File: config.mk
export PLATFORM = sky130hd
export DESIGN_NAME = hardware_stack_unit_flat
export DESIGN_NICKNAME = d
export VERILOG_FILES = /design/src/rtl/hardware_stack_unit_if.sv /design/src/rtl/hardware_stack_unit.sv /design/src/flat_wrapper.sv
export SDC_FILE = /design/constraint.sdc
export NUM_CORES = 1
export LEC_CHECK = 0
export CORE_ASPECT_RATIO = 0.6
export CORE_MARGIN = 5
export CORE_UTILIZATION = 60
export DETAILED_ROUTE_END_ITERATION = 6
export PLACE_DENSITY = 0.8
export SYNTH_ARGS = -nofsm -noshare
export SYNTH_HDL_FRONTEND = slang
export SYNTH_SLANG_ARGS = --single-unit
File: constraint.sdc
create_clock -name clk -period 12 [get_ports clk]
set_input_delay 1.8 -clock clk [delete_from_list [all_inputs] [get_ports clk]]
set_output_delay 1.8 -clock clk [all_outputs]
set_load 0.02 [all_outputs]
File: src/rtl/hardware_stack_unit_if.sv
// Stack unit port bundle: control-side requests in, register-file write and status out.
// slave is the stack unit's view, master is the driver's view.
interface hardware_stack_unit_if #(
  parameter int unsigned DATA_WIDTH       = 32,
  parameter int unsigned STACK_ADDR_WIDTH = 4
);
  logic                        push;
  logic                        pop;
  logic [DATA_WIDTH-1:0]       push_data;
  logic                        stack_clear_errors;
  logic                        stack_write_enable;
  logic [DATA_WIDTH-1:0]       stack_register_write_data;
  logic [STACK_ADDR_WIDTH:0]   stack_count;
  logic                        stack_full;
  logic                        stack_empty;
  logic                        stack_overflow;
  logic                        stack_underflow;

  modport slave (
    input  push, pop, push_data, stack_clear_errors,
    output stack_write_enable, stack_register_write_data, stack_count,
           stack_full, stack_empty, stack_overflow, stack_underflow
  );

  modport master (
    output push, pop, push_data, stack_clear_errors,
    input  stack_write_enable, stack_register_write_data, stack_count,
           stack_full, stack_empty, stack_overflow, stack_underflow
  );
endinterface

File: src/rtl/hardware_stack_unit.sv
// LIFO stack feeding register 0 of the register file. A pop produces a one-cycle write
// strobe with the popped value in the following cycle.
// Optional feature macro: STACK_ERROR_FLAGS_EN enables sticky overflow/underflow flags.
module hardware_stack_unit #(
  parameter int unsigned DATA_WIDTH       = 32,
  parameter int unsigned STACK_ADDR_WIDTH = 4
) (
  input logic                   clk,
  input logic                   reset_n,
  hardware_stack_unit_if.slave  bus
);

  localparam int unsigned Depth = 2 ** STACK_ADDR_WIDTH;
  localparam int unsigned CntW  = STACK_ADDR_WIDTH + 1;

  typedef logic [CntW-1:0] count_t;

  logic [DATA_WIDTH-1:0]       mem [Depth];
  count_t                      count_q, count_d;
  count_t                      count_m1;
  logic [DATA_WIDTH-1:0]       data_q, data_d;
  logic                        we_q, we_d;
  logic                        full, empty;
  logic                        do_push, do_pop, do_swap, do_bypass;
  logic                        mem_we;
  logic [STACK_ADDR_WIDTH-1:0] mem_idx;
  logic [STACK_ADDR_WIDTH-1:0] wr_idx, top_idx;

  assign full     = (count_q == count_t'(Depth));
  assign empty    = (count_q == '0);
  assign count_m1 = count_q - count_t'(1);
  // count is the write index; at Depth the low bits wrap but a push is rejected then
  assign wr_idx   = count_q[STACK_ADDR_WIDTH-1:0];
  assign top_idx  = count_m1[STACK_ADDR_WIDTH-1:0];

  assign do_push   = bus.push & ~bus.pop & ~full;
  assign do_pop    = bus.pop & ~bus.push & ~empty;
  assign do_swap   = bus.push & bus.pop & ~empty;
  assign do_bypass = bus.push & bus.pop & empty;

  // Next-state: count, strobe, popped data and memory write port
  always_comb begin
    count_d = count_q;
    data_d  = data_q;
    we_d    = 1'b0;
    mem_we  = 1'b0;
    mem_idx = wr_idx;
    if (do_push) begin
      count_d = count_q + count_t'(1);
      mem_we  = 1'b1;
      mem_idx = wr_idx;
    end else if (do_pop) begin
      count_d = count_m1;
      data_d  = mem[top_idx];
      we_d    = 1'b1;
    end else if (do_swap) begin
      // Replace the top in place: old top goes out, new value takes its slot
      data_d  = mem[top_idx];
      we_d    = 1'b1;
      mem_we  = 1'b1;
      mem_idx = top_idx;
    end else if (do_bypass) begin
      data_d  = bus.push_data;
      we_d    = 1'b1;
    end
  end

  // State registers
  always_ff @(posedge clk or negedge reset_n) begin
    if (!reset_n) begin
      count_q <= '0;
      data_q  <= '0;
      we_q    <= 1'b0;
    end else begin
      count_q <= count_d;
      data_q  <= data_d;
      we_q    <= we_d;
    end
  end

  // Stack memory, deliberately not reset
  always_ff @(posedge clk) begin
    if (mem_we) begin
      mem[mem_idx] <= bus.push_data;
    end
  end

  assign bus.stack_write_enable        = we_q;
  assign bus.stack_register_write_data = data_q;
  assign bus.stack_count               = count_q;
  assign bus.stack_full                = full;
  assign bus.stack_empty               = empty;

`ifdef STACK_ERROR_FLAGS_EN
  logic ovf_q, ovf_d, unf_q, unf_d;

  // Sticky flags; a new error in the clear cycle wins over the clear
  always_comb begin
    ovf_d = ovf_q;
    unf_d = unf_q;
    if (bus.stack_clear_errors) begin
      ovf_d = 1'b0;
      unf_d = 1'b0;
    end
    if (bus.push && !bus.pop && full) begin
      ovf_d = 1'b1;
    end
    if (bus.pop && !bus.push && empty) begin
      unf_d = 1'b1;
    end
  end

  // Flag registers
  always_ff @(posedge clk or negedge reset_n) begin
    if (!reset_n) begin
      ovf_q <= 1'b0;
      unf_q <= 1'b0;
    end else begin
      ovf_q <= ovf_d;
      unf_q <= unf_d;
    end
  end

  assign bus.stack_overflow  = ovf_q;
  assign bus.stack_underflow = unf_q;
`else
  logic unused_clear_errors;
  assign unused_clear_errors = bus.stack_clear_errors;
  assign bus.stack_overflow  = 1'b0;
  assign bus.stack_underflow = 1'b0;
`endif

endmodule
File: src/flat_wrapper.sv
// flat-port wrapper written by rule: the top's interface ports become plain ports
module hardware_stack_unit_flat 
#(
  parameter int unsigned DATA_WIDTH       = 32,
  parameter int unsigned STACK_ADDR_WIDTH = 4
)
  (clk, reset_n, bus_push, bus_pop, bus_push_data, bus_stack_clear_errors, bus_stack_write_enable, bus_stack_register_write_data, bus_stack_count, bus_stack_full, bus_stack_empty, bus_stack_overflow, bus_stack_underflow);
  hardware_stack_unit_if #(.DATA_WIDTH(DATA_WIDTH), .STACK_ADDR_WIDTH(STACK_ADDR_WIDTH)) bus_i ();
  input logic clk;
  input logic reset_n;
  input wire logic [$bits(bus_i.push)-1:0] bus_push;
  input wire logic [$bits(bus_i.pop)-1:0] bus_pop;
  input wire logic [$bits(bus_i.push_data)-1:0] bus_push_data;
  input wire logic [$bits(bus_i.stack_clear_errors)-1:0] bus_stack_clear_errors;
  output wire logic [$bits(bus_i.stack_write_enable)-1:0] bus_stack_write_enable;
  output wire logic [$bits(bus_i.stack_register_write_data)-1:0] bus_stack_register_write_data;
  output wire logic [$bits(bus_i.stack_count)-1:0] bus_stack_count;
  output wire logic [$bits(bus_i.stack_full)-1:0] bus_stack_full;
  output wire logic [$bits(bus_i.stack_empty)-1:0] bus_stack_empty;
  output wire logic [$bits(bus_i.stack_overflow)-1:0] bus_stack_overflow;
  output wire logic [$bits(bus_i.stack_underflow)-1:0] bus_stack_underflow;
  assign bus_i.push = bus_push;
  assign bus_i.pop = bus_pop;
  assign bus_i.push_data = bus_push_data;
  assign bus_i.stack_clear_errors = bus_stack_clear_errors;
  assign bus_stack_write_enable = bus_i.stack_write_enable;
  assign bus_stack_register_write_data = bus_i.stack_register_write_data;
  assign bus_stack_count = bus_i.stack_count;
  assign bus_stack_full = bus_i.stack_full;
  assign bus_stack_empty = bus_i.stack_empty;
  assign bus_stack_overflow = bus_i.stack_overflow;
  assign bus_stack_underflow = bus_i.stack_underflow;
  hardware_stack_unit #(.DATA_WIDTH(DATA_WIDTH), .STACK_ADDR_WIDTH(STACK_ADDR_WIDTH)) u_core (.clk(clk), .reset_n(reset_n), .bus(bus_i));
endmodule
==> reports/metrics.cfg <==
[clock_tree]
htree_levels=2
post_cts_resized=0
cts.sinks=550
clkTransAtPathRegs_ns=0.07
numCtsBuffers=48
ctsLongestPathBuffers=3
cts_setup_buffers=0
cts_hold_buf=0
cts_tree=yes
clkLatencyLatePin_ns=0.58
root_buffer=clkbuf_16

[detailed_routing]
drt_wl_total_mm=46.6
drt-initial-drc-count=1359
wl_met1_mm=19.6
dr_wl_met2_mm=21.5
drc=0
postRouteAntennaNets=0
vias_per_cell=6.60
wl_per_cell_um=29.0
highest_layer=met5
wl_met3_mm=4.43
via_count=10615
dr.pass1.iters=6

[setup_path]
critPathLaunchType=input pin
end_kind=flop
reg2reg_from=u_core.bus.stack_count[0]
cp.required_ns=12.20
crit_slowest_cell=clkdlybuf4s50_1
cp.arrival_ns=5.37
critPathKind=input pin to flop
startpoint=bus_pop
critPathMaxFanout=35
crit_chain=clkdlybuf4s50_1, nand2_2, nor2_1, nand4_1, a21oi_4, buf_4
max_stage_delay_ns=0.74

[floorplan]
start_util_pct=61.1
placementRows=53
dieArea_um2=39900
coreArea_um2=35200
io-pin-count=79
die_w_um=254
die_h_um=157

[timing]
skew_ns=0.0202
finalMaxSlewViolations=0
min_period_ns=5.16
fin_crit_sh_pct=43.0
setup_tns_ns=0
hold_viol_final=0
max_slew_margin_pct=24.7
max_freq_mhz=194
max_slew.worst_pin.slew_ns=1.13
setup_viol=0
grt_setup_unrepaired=false

[global_route]
grt_overflow=0
grt_pass1_wl_mm=69.3
track_usage_pct=23.8
antenna_found_initial=3
grt_max_degree=117
grt_pass1_vias=10708

[logic_synthesis]
yosysUniqueCellTypes=49
synth_top_area_cell=edfxtp_1
yosysWarnings=0
netlist_area_um2=21500
synth_top_cell_area_share_pct=71.5
synth.avg_cell_area_um2=21.2
syn-instance-count=1013
ys_seq_elements=550
synth_commonest_cells=edfxtp_1, mux4_2, nand2_1, mux2_2, dfrtp_1
synth.most_common_cell=edfxtp_1
synth_area_leaders=edfxtp_1, mux4_2, dfrtp_1
synth_edf_count=512
yosysSeqAreaShare_pct=75.9
synth_ff_type=edfxtp_1
postSynth.asyncResetShare_pct=6.91

[power]
p_int_uw=4510
leakage_uw=0.00776
powerDensity_nw_per_um2=271
vdd_drop_max_v=0.000191
seq_power_share_pct=39.8
netSwitchingPower_uw=2100
clkPwrFrac_pct=23.3
combPwrFrac_pct=36.9
p_sw_share_pct=31.7

[finish]
utilization_pct=69.4
final_layout_size_suffix_gt1_share_pct=27.3
area_growth_pct=13.5
nets=1142
final_area_um2=24400

[worst_hold_path]
min_from=u_core.bus.stack_count[4]
hold_class=flop to flop

[place]
dpl.hpwl_mm=23.3
place_area_um2=22900
gp_congestion=0.758
port_buffers=75

[run_status]
outcome=finished clean

[flow_run]
max_cap_violations=0

## cells by family (layout without fill, tap and decap cells)
| family | count (synthesis) | in the layout | share of synthesized area (%) |
|---|---|---|---|
| compound gates | 96 | 96 | 2.97 |
| xor+xnor | 6 | 6 | 0.279 |
| fa+ha+maj | 3 | 3 | 0.175 |
| buf+inv | 66 | 193 | 1.80 |
| flops | 550 | 550 | 75.9 |
| mux | 193 | 193 | 16.8 |
| other cells | 1 | 3 | 0.0174 |
| simple gates | 98 | 98 | 2.07 |
## final cells by class
cell class | count | area (um^2)
tap | 467 | 584
timing repair buffer | 99 | 938
inverter | 5 | 20.0
clock inverter | 21 | 208
clock buffer | 68 | 1350
fill | 2072 | 10800
multi-input combinational | 398 | 4990
antenna | 1 | 2.50
sequential | 550 | 16300
## layout by cell type (no fill, tap or decap), types with 2 or more instances in the layout
cell,synthesis,layout
clkbuf_1,21,15
clkinv_1,1,11
clkbuf_8,0,3
clkbuf_16,0,50
conb_1,1,2
o2111ai_1,2,2
nand3b_1,2,2
a31oi_1,34,34
o21ai_0,2,2
nor2_1,10,2
dfrtp_1,38,37
ha_1,3,2
a22oi_1,2,2
bufinv_16,0,4
nor4_1,3,3
nand2b_1,2,2
nand4_1,4,4
xnor2_1,4,4
edfxtp_1,512,512
inv_1,3,3
a31oi_2,2,2
o21a_1,2,2
mux4_2,128,128
nor2_4,0,8
nand2_1,68,67
o21ai_1,2,2
o22ai_1,34,34
mux2_2,64,64
a211oi_1,2,2
clkdlybuf4s50_1,0,74
clkinv_2,1,6
buf_4,28,23
a21oi_4,0,8
## final timing paths
| path | to | slack [ns] | cells after the start |
|---|---|---|---|
| worst max-delay path | u_core.mem[4][31] | 6.84 | 6 |
| worst min-delay path | u_core.bus.stack_count[4] | 0.54 | 1 |
| worst max register to register | u_core.bus.stack_register_write_data[6] | 7.69 | 7 |
| worst min register to register | u_core.bus.stack_count[4] | 0.54 | 1 |
| max in group asynchronous | u_core.bus.stack_count[0] | 10.11 | 2 |
| min in group asynchronous | u_core.bus.stack_register_write_data[25] | 1.36 | 2 |
## through the flow
stage / setup slack (ns) / total power (uW) / hold slack, ns / instances
finish: 6.84 / 6610 / 0.538 / 1609
detailed placement: 6.27 / 5100 / 0.543 / 1519
global placement: 6.36 / 5030 / 0.499 / 1519
floorplan: 7.18 / 4390 / 0.601 / 1014
CTS: 6.85 / 6660 / 0.552 / 1608
global route: 6.71 / 6900 / 0.559 / 1609
## layer usage
| layer | vias up | track usage, % |
|---|---|---|
| li1 | 4386 | - |
| met2 | 567 | 36.2 |
| met4 | 4 | 5.90 |
| met3 | 78 | 5.07 |
| met1 | 5580 | 36.4 |
| met5 | - | 0 |
## power by group through the flow
stage	sequential (uW)	combinational [uW]	clock [uW]
floorplan	2680	1710	0
global placement	2650	2380	0
detailed placement	2670	2440	0
CTS	2630	2460	1560
global route	2660	2590	1640
finish	2630	2440	1540
## flip-flops by register name, indices dropped and copies added (netlist names)
| register | cells |
|---|---|
| u_core.mem | 512 |
| u_core.bus.stack_register_write_data | 32 |
| u_core.bus.stack_count | 5 |
| u_core.bus.stack_write_enable | 1 |
## worst max-delay path: cells and delay by family
kind            cells  cell delay [ns]
compound gates      1             0.52
simple gates        3             1.78
buf+inv             2             1.24
Power figures use the tool's default switching activity.
